===== src/rtl/serial_lane_tx.sv =====
// Four-lane serial frame transmitter: captures lane payloads and a lane mask, then sends
// one frame (start, 2-bit lane address, data MSB first, idle gap) per selected lane.
module serial_lane_tx #(
   parameter int DATA_W = 4,
   parameter int GAP    = 1
) (
   input  logic              CLK,
   input  logic              RST,
   input  logic              Zero,
   input  logic              send,
   input  logic [3:0]        mask,
   input  logic [DATA_W-1:0] L0,
   input  logic [DATA_W-1:0] L1,
   input  logic [DATA_W-1:0] L2,
   input  logic [DATA_W-1:0] L3,
   output logic              serOut,
   output logic              busy,
   output logic              done
);

   typedef enum logic [2:0] {
      S_IDLE,
      S_START,
      S_ADDR,
      S_DATA,
      S_GAP
   } state_t;

   localparam int CW = $clog2(DATA_W + GAP + 2);
   localparam logic [CW-1:0] ADDR_LAST = CW'(1);
   localparam logic [CW-1:0] DATA_LAST = CW'(DATA_W - 1);
   localparam logic [CW-1:0] GAP_LAST  = CW'(GAP - 1);

   state_t            state, state_d;
   logic [CW-1:0]     cnt, cnt_d;
   logic [1:0]        lane, lane_d;
   logic [3:0]        mask_q, mask_d;
   logic [DATA_W-1:0] data_q [4];
   logic [DATA_W-1:0] data_d [4];
   logic [DATA_W-1:0] word;
   logic [2:0]        first, nxt;
   logic              ser_d, busy_d, done_d;

   // Lowest set lane at or above index from; bit 2 set means no such lane.
   function automatic logic [2:0] pick_lane(input logic [3:0] m, input logic [2:0] from);
      pick_lane = 3'b100;
      for (int i = 3; i >= 0; i--)
         if (m[i] && (3'(i) >= from)) pick_lane = 3'(i);
   endfunction

   function automatic logic any_from(input logic [3:0] m, input logic [2:0] from);
      any_from = 1'b0;
      for (int i = 0; i < 4; i++)
         if (m[i] && (3'(i) >= from)) any_from = 1'b1;
   endfunction

   // NOTE: every variable written here gets a default first, so no path leaves one
   // unassigned and no latch is inferred.
   always_comb begin
      state_d = state;
      cnt_d   = cnt;
      lane_d  = lane;
      mask_d  = mask_q;
      data_d  = data_q;
      first   = pick_lane(mask, 3'd0);
      nxt     = pick_lane(mask_q, {1'b0, lane} + 3'd1);
      done_d  = 1'b0;

      case (state)
         S_IDLE: begin
            if (send) begin
               mask_d    = mask;
               data_d[0] = L0;
               data_d[1] = L1;
               data_d[2] = L2;
               data_d[3] = L3;
               cnt_d     = '0;
               if (!first[2]) begin
                  state_d = S_START;
                  lane_d  = first[1:0];
               end else begin
                  done_d = 1'b1;
               end
            end
         end
         S_START: begin
            state_d = S_ADDR;
            cnt_d   = '0;
         end
         S_ADDR: begin
            if (cnt == ADDR_LAST) begin
               state_d = S_DATA;
               cnt_d   = '0;
            end else begin
               cnt_d = cnt + 1'b1;
            end
         end
         S_DATA: begin
            if (cnt == DATA_LAST) begin
               state_d = S_GAP;
               cnt_d   = '0;
            end else begin
               cnt_d = cnt + 1'b1;
            end
         end
         S_GAP: begin
            if (cnt == GAP_LAST) begin
               cnt_d = '0;
               if (!nxt[2]) begin
                  state_d = S_START;
                  lane_d  = nxt[1:0];
               end else begin
                  state_d = S_IDLE;
               end
            end else begin
               cnt_d = cnt + 1'b1;
            end
         end
         default: state_d = S_IDLE;
      endcase

      // Outputs are registered, so they are derived from the state being entered.
      word   = data_d[lane_d] << cnt_d;
      busy_d = (state_d != S_IDLE);
      case (state_d)
         S_START: ser_d = 1'b0;
         S_ADDR:  ser_d = (cnt_d == '0) ? lane_d[1] : lane_d[0];
         S_DATA:  ser_d = word[DATA_W-1];
         default: ser_d = 1'b1;
      endcase

      // done marks the final gap cycle of the last selected frame.
      if (state_d == S_GAP && cnt_d == GAP_LAST && !any_from(mask_d, {1'b0, lane_d} + 3'd1))
         done_d = 1'b1;
   end

   // NOTE: sequential state uses non-blocking assignments so every register samples
   // pre-edge values regardless of statement order.
   always_ff @(posedge CLK) begin
      if (!RST || Zero) begin
         state  <= S_IDLE;
         cnt    <= '0;
         lane   <= '0;
         mask_q <= '0;
         // NOTE: the capture store is four small registers, not a RAM, so clearing it
         // on reset is cheap and keeps abort behaviour fully deterministic.
         data_q <= '{default: '0};
         serOut <= 1'b1;
         busy   <= 1'b0;
         done   <= 1'b0;
      end else begin
         state  <= state_d;
         cnt    <= cnt_d;
         lane   <= lane_d;
         mask_q <= mask_d;
         data_q <= data_d;
         serOut <= ser_d;
         busy   <= busy_d;
         done   <= done_d;
      end
   end

endmodule

===== config.mk =====
export PLATFORM = sky130hd
export DESIGN_NAME = serial_lane_tx
export DESIGN_NICKNAME = d
export VERILOG_FILES = /design/src/rtl/serial_lane_tx.sv
export SDC_FILE = /design/constraint.sdc
export NUM_CORES = 1
export LEC_CHECK = 0
export ABC_AREA = 1
export BUFFER_PORTS_ARGS = -buffer_cell sky130_fd_sc_hd__buf_2
export CAP_MARGIN = 15
export CORE_AREA = 2 2 69 71
export CTS_CLUSTER_DIAMETER = 200
export DETAILED_ROUTE_END_ITERATION = 16
export DIE_AREA = 0 0 71 73
export SETUP_SLACK_MARGIN = 0.5
export SYNTH_ARGS = -nofsm -noshare
export SYNTH_HDL_FRONTEND = slang
export SYNTH_SLANG_ARGS = --single-unit

===== constraint.sdc =====
create_clock -name CLK -period 1.8 [get_ports CLK]
set_input_delay 0.27 -clock CLK [delete_from_list [all_inputs] [get_ports CLK]]
set_output_delay 0.27 -clock CLK [all_outputs]
set_load 0.005 [all_outputs]

==> impl_metrics.py, run 1 <==
metrics = {
    "global_route": {
        "grt_use_total_pct": 18.43,
        "grt-ovfl-total": 0,
        "grt_max_degree": 24,
        "antenna_found_initial": 0,
        "grt_pass1_vias": 1667,
        "grt_pass1_wl_um": 7410,
    },
    "die": {
        "core_sq_um": 4536,
        "num_rows": 25,
        "die_w_um": 71,
        "io_pins": 27,
        "dieArea_sq_um": 5183,
        "die_height_um": 73,
        "initial_core_util_pct": 38.10,
    },
    "route": {
        "post_drt_wl_per_cell_um": 11.93,
        "routed_wl_um": 4391,
        "drt_iter0_drc": 106,
        "first_pass_iters": 4,
        "vias": 1782,
        "ant_nets": 0,
        "viasPerCell": 4.842,
        "route.detailed.drc": 0,
    },
    "place": {
        "io_buffers": 26,
        "dpl.hpwl_um": 2985,
        "gp_congestion": 0.8153,
        "placed_cell_area_sq_um": 1993,
    },
    "worst_setup_path": {
        "cp_max_fo": 18,
        "cp-start-kind": "flip-flop",
        "end_kind": "flip-flop",
        "critPathKind": "flip-flop to flip-flop",
        "cp.arrival_ps": 1870,
        "cp.required_ps": 1970,
    },
    "finish": {
        "drive_above_1_share_pct": 40.13,
        "final_cell_area_sq_um": 2396,
        "utilization_pct": 52.83,
        "antenna_cells": 0,
        "areaGrowthSynthToFinish_pct": 38.67,
        "layout.nets": 343,
    },
    "clock_tree": {
        "clkTransAtPathRegs_ps": 60,
        "clock_sinks": 30,
        "cts_max_level": 2,
        "root_buffer": "clkbuf_8",
        "numCtsBuffers": 5,
        "cts_tree": "built",
        "ctsHoldBuffers": 0,
        "clockBufferDepth": 2,
        "clock_latency_ps": 280,
    },
    "synthesis": {
        "syn_nets": 295,
        "synth_flop_cell": "dfxtp_1",
        "syn_avg_cell_area_sq_um": 6.496,
        "yosys_warnings": 0,
        "synth_area_sq_um": 1728,
        "synth_edf_count": 0,
        "ys_types": 25,
        "seq_area_frac_synth_pct": 34.76,
        "netlist_instances": 266,
        "synth_seq_cells": 30,
        "async_flop_share_pct": 0,
    },
    "sta": {
        "setup_viol": 0,
        "worstMarginPinSlew_ps": 562.7,
        "rsz0062_at_grt": "true",
        "fin_tns_setup_ps": 0,
        "slew_violations": 0,
        "final_hold_viol_count": 0,
        "holdWs_ps": 237.9,
        "max_freq_ghz": 0.5891,
        "fin_crit_ps": 1697,
        "relSlewSlack_pct": 62.40,
        "timing.final.crit_share_pct": 94.30,
        "skew_ps": 2.816,
    },
    "pwr": {
        "totalPowerFinal_mw": 1.607,
        "ir_drop_mv": 0.4453,
        "power.density_nw_per_um2": 670.6,
        "p_leak_nw": 1.105,
    },
    "run_status": {
        "status": "finished, final reports clean",
    },
    "flow_run": {
        "maxCapViolCount": 0,
    },
    "min_path": {
        "hold_class": "input pin to flip-flop",
    },
}
==> registers in the layout, indices dropped and copies added, names as in the netlist <==
| register | count |
|---|---|
| mask_q | 3 |
| state | 3 |
| lane | 2 |
| cnt | 3 |
| done | 1 |
| data_q | 16 |
| serOut | 1 |
| busy | 1 |
==> cells in the mapped netlist (4+ instances only) <==
cell type / instances / area [sq um]
or2_2: 4 / 25.02
nand2_1: 65 / 244.0
or2_1: 7 / 43.79
nand3_1: 18 / 90.09
o21a_1: 5 / 37.54
inv_2: 7 / 26.28
o21ai_0: 13 / 65.06
nor2_1: 36 / 135.1
o21ai_1: 11 / 55.05
nand2_2: 7 / 43.79
a21oi_1: 8 / 40.04
dfxtp_1: 30 / 600.6
inv_1: 30 / 112.6
ha_1: 5 / 62.56
==> metrics by stage <==
stage / cells / setup slack (ps)
4_1_cts: 365 / 67.79
3_5_place_dp: 348 / -64.99
2_1_floorplan: 266 / 153.9
5_1_grt: 368 / -67.47
6_report: 368 / 102.6
3_3_place_gp: 348 / -66.16
==> path summary, 6_finish.rpt <==
kind / cells past startpoint / slack (ps) / startpoint / to
worst max-delay path: 12 / 100 / state[2] / serOut
worst min-delay path: 3 / 240 / L0[2] / data_q[14]
worst max register to register: 12 / 100 / state[2] / serOut
worst min register to register: 1 / 480 / state[2] / state[1]
==> final cells by class <==
cell class | count | area [sq um]
Multi-Input combinational cell | 192 | 1152
Fill cell | 440 | 2140
Timing Repair Buffer | 48 | 335.3
Sequential cell | 30 | 613.1
Inverter | 37 | 151.4
Clock buffer | 7 | 76.32
Tap cell | 54 | 67.56
==> worst max-delay path, cell delays in order (launching register included) <==
cell	delay, ps
dfxtp_2	380
inv_4	70
nand2_2	120
nor2_4	50
buf_12	140
or2_2	270
o21a_1	120
nand2_1	60
nand3_1	80
nand3_1	90
nand3_1	80
nand3_1	90
nand3_1	60
==> layout by cell type, fill, tap and decap left out, types with 2 or more instances in the layout <==
| cell type | n |
|---|---|
| or2_2 | 4 |
| or2_1 | 7 |
| buf_12 | 2 |
| nand2_2 | 13 |
| dfxtp_1 | 22 |
| nand2_8 | 2 |
| nand2_4 | 4 |
| a21oi_2 | 3 |
| o21ai_1 | 10 |
| o21ai_0 | 5 |
| nor2_4 | 3 |
| clkbuf_1 | 2 |
| nand3_1 | 13 |
| nor2_2 | 5 |
| ha_4 | 2 |
| o21a_1 | 5 |
| a21oi_1 | 5 |
| buf_2 | 26 |
| inv_1 | 27 |
| buf_4 | 16 |
| dfxtp_2 | 7 |
| nor3_1 | 2 |
| inv_4 | 3 |
| ha_1 | 2 |
| nand2_1 | 54 |
| nand3_2 | 4 |
| clkbuf_8 | 5 |
| buf_6 | 4 |
| nor2_1 | 32 |
| o21ai_2 | 10 |
| inv_2 | 6 |
==> timing repair <==
| item | in CTS | in global routing |
|---|---|---|
| buffers inserted | 9 | 3 |
| gates cloned | 1 | 0 |
| endpoints found under the setup margin | 14 | 27 |
| resized for setup | 29 | 41 |
| pin swaps | 19 | 18 |
==> where the power goes <==
part	leakage [nW]	switching [mW]	internal, mW	total, mW
Sequential	0.249	0.0105	0.690	0.700
Combinational	0.818	0.226	0.171	0.397
Clock	0.0383	0.244	0.266	0.509
Total	1.11	0.481	1.13	1.61
==> logic make-up (layout without fill, tap and decap cells) <==
kind of cell               count (synthesis)  after routing  synth area share [%]
AOI/OAI and AO/OA                         40             40                 13.40
buffers and inverters                     45             92                 11.22
DFF                                       30             30                 34.76
and+or+nand+nor                          146            147                 37.00
adders and majority gates                  5              5                 3.621
==> metal layers <==
| metal | track usage (%) | routed length, um |
|---|---|---|
| met3 | 5.663 | 223 |
| met2 | 30.63 | 2190 |
| met5 | 0 | 0 |
| met4 | 7.128 | 56 |
| met1 | 22.42 | 1921 |
Note: power is estimated with default switching activity, not from simulation.
==> run 2: changes to the inputs <==
--- a/config.mk
+++ b/config.mk
@@ -12,7 +12,7 @@
 export CTS_CLUSTER_DIAMETER = 200
 export DETAILED_ROUTE_END_ITERATION = 16
 export DIE_AREA = 0 0 71 73
-export SETUP_SLACK_MARGIN = 0.5
+export SETUP_SLACK_MARGIN = 0.3
 export SYNTH_ARGS = -nofsm -noshare
 export SYNTH_HDL_FRONTEND = slang
 export SYNTH_SLANG_ARGS = --single-unit
==> impl_metrics.py, run 2 (same netlist as run 1, synthesis figures left out) <==
metrics = {
    "run_status": {
        "status": "finished, final reports clean",
    },
    "worst_setup_path": {
        "cp.arrival_ps": 1910,
        "critPathSlowestCell": "dfxtp_1",
        "worst-path-buf-inv": 2,
        "r2r_end": "serOut",
        "cp.required_ps": 1970,
        "rrSetupSlack_ps": 60,
        "crit_family": "simple AND/OR/NAND/NOR gates",
        "critPathKind": "flip-flop to flip-flop",
        "end_kind": "flip-flop",
        "cp-start-kind": "flip-flop",
        "cpPeakStageDelay_ps": 430,
        "r2r_start": "cnt[2]",
        "cp_max_fo": 7,
        "rr_worst_depth": 14,
        "crit_chain": "inv_2 > nand2_4 > a21oi_2 > nand2_1 > nand2_1 > nand2_2 > nand2_4 > buf_6 > nand2_1 > nand3_1 > a21oi_1 > nor2_1 > nand3_1 > nand3_1",
    },
    "die": {
        "num_rows": 25,
        "core_sq_um": 4536,
        "initial_core_util_pct": 38.10,
        "die_height_um": 73,
        "dieArea_sq_um": 5183,
        "io_pins": 27,
        "die_w_um": 71,
    },
    "route": {
        "ant_nets": 0,
        "route.detailed.drc": 0,
        "post_drt_wl_per_cell_um": 11.72,
        "vias": 1738,
        "first_pass_iters": 4,
        "routed_wl_um": 4278,
        "drt_iter0_drc": 39,
        "viasPerCell": 4.762,
    },
    "pwr": {
        "swShare_pct": 29.56,
        "totalPowerFinal_mw": 1.565,
        "p_leak_nw": 1.063,
        "pwr-share-clk_pct": 32.4,
        "p_int_mw": 1.102,
        "power_frac_comb_pct": 22.9,
        "ir_drop_mv": 0.4598,
        "power.density_nw_per_um2": 674.6,
        "seq_power_share_pct": 44.8,
        "power.switching_uw": 462.5,
    },
    "min_path": {
        "holdPathEnd": "data_q[14]",
        "holdCritStartpoint": "L0[2]",
        "whs_path_depth": 3,
        "hold_class": "input pin to flip-flop",
    },
    "clock_tree": {
        "clock_latency_ps": 290,
        "clock_sinks": 30,
        "cts_max_level": 2,
        "clkTransAtPathRegs_ps": 60,
        "root_buffer": "clkbuf_8",
        "cts_tree": "built",
        "clockBufferDepth": 2,
        "numCtsBuffers": 5,
    },
    "sta": {
        "relSlewSlack_pct": 76.97,
        "layout_setup_ws_ps": 57.49,
        "final_hold_viol_count": 0,
        "skew_ps": 6.030,
        "max_freq_ghz": 0.5739,
        "setup_viol": 0,
        "fin_crit_ps": 1743,
        "timing.final.crit_share_pct": 96.81,
        "rsz0062_at_grt": "true",
        "slew_violations": 0,
        "worstMarginPinSlew_ps": 341.8,
    },
    "global_route": {
        "grt_pass1_vias": 1653,
        "antenna_found_initial": 0,
        "grt-ovfl-total": 0,
        "grt_use_total_pct": 17.54,
        "grt_max_degree": 21,
        "grt_pass1_wl_um": 7024,
    },
    "finish": {
        "areaGrowthSynthToFinish_pct": 34.25,
        "largest_reg_flops": 16,
        "layout.nets": 340,
        "num-fill-cells": 446,
        "drive_above_1_share_pct": 36.33,
        "utilization_pct": 51.14,
        "antenna_cells": 0,
        "final_common_cell": "nand2_1",
        "final_cell_mix": "nand2_1 (61), nor2_1 (30), inv_1 (26), buf_2 (26), dfxtp_1 (25)",
        "top_register": "data_q",
        "final_cell_area_sq_um": 2320,
    },
    "place": {
        "placed_cell_area_sq_um": 1969,
        "dpl.hpwl_um": 3012,
        "io_buffers": 26,
        "gp_congestion": 0.8429,
        "pre_cts_ws_ps": -74.75,
    },
    "flow_run": {
        "maxCapViolCount": 0,
    },
}
[run 2: cell types whose count changed in the layout (fill, tap and decap cells not counted), sizes merged]
cell,previous run,this run
clkbuf,7,5
clkinv,0,2
nand2,73,72
buf,48,46
[run 2: repair_timing]
action / in CTS / in global routing
cloned: 0 / 0
resized for setup: 28 / 26
setup endpoints to repair: 4 / 7
hold buffers: 0 / 0
setup buffers: 9 / 2
pin swaps: 17 / 21
[run 2: power by group through the flow]
stage               Sequential (mW)  Combinational [mW]  Clock [mW]
finish                        0.701               0.358       0.507
global route                  0.702               0.402       0.546
CTS                           0.701               0.341       0.515
detailed placement            0.715               0.310           0
global placement              0.714               0.311           0
floorplan                     0.712               0.223           0
[run 2: worst max path at each step]
stage / startpoint / endpoint / slack (ps) / cells after the start
after floorplan: cnt[0] / serOut / 150 / 18
after global placement: cnt[1] / serOut / -100 / 15
after detailed placement: cnt[1] / serOut / -70 / 15
after CTS: cnt[1] / serOut / 50 / 16
after global routing: cnt[2] / serOut / -110 / 14
final: cnt[2] / serOut / 60 / 14
[run 2: per-layer routing]
| metal | up-vias | wire length [um] | GRT usage (%) |
|---|---|---|---|
| met5 | - | 0 | 0 |
| met4 | 0 | 105 | 8.595 |
| met3 | 9 | 148 | 4.420 |
| met2 | 30 | 2108 | 30.74 |
| met1 | 779 | 1915 | 19.92 |
| li1 | 920 | - | - |
[run 2: through the flow]
stage / TNS [ps] / hold WS, ps / instances
after global routing: -222.7 / 256.2 / 365
after global placement: -99.53 / 493.7 / 347
after floorplan: 0 / 433.6 / 266
after detailed placement: -74.75 / 505.3 / 347
final: 0 / 235.7 / 365
after CTS: 0 / 236.3 / 363
[run 2: worst reg2reg max path, stage by stage, from the launching register on]
cell     delay [ps]
dfxtp_1         430
inv_2           100
nand2_4         100
a21oi_2          40
nand2_1          80
nand2_1          70
nand2_2         100
nand2_4          90
buf_6           150
nand2_1          60
nand3_1          80
a21oi_1         140
nor2_1           70
nand3_1          70
nand3_1          60
[run 2: area by class of cell]
type / count / area, sq um / area share (%)
Multi-Input combinational cell: 191 / 1111 / 47.90
Sequential cell: 30 / 606.8 / 26.16
Timing Repair Buffer: 46 / 316.6 / 13.65
Inverter: 37 / 138.9 / 5.987
Clock buffer: 5 / 68.82 / 2.967
Tap cell: 54 / 67.56 / 2.913
Clock inverter: 2 / 10.01 / 0.4315
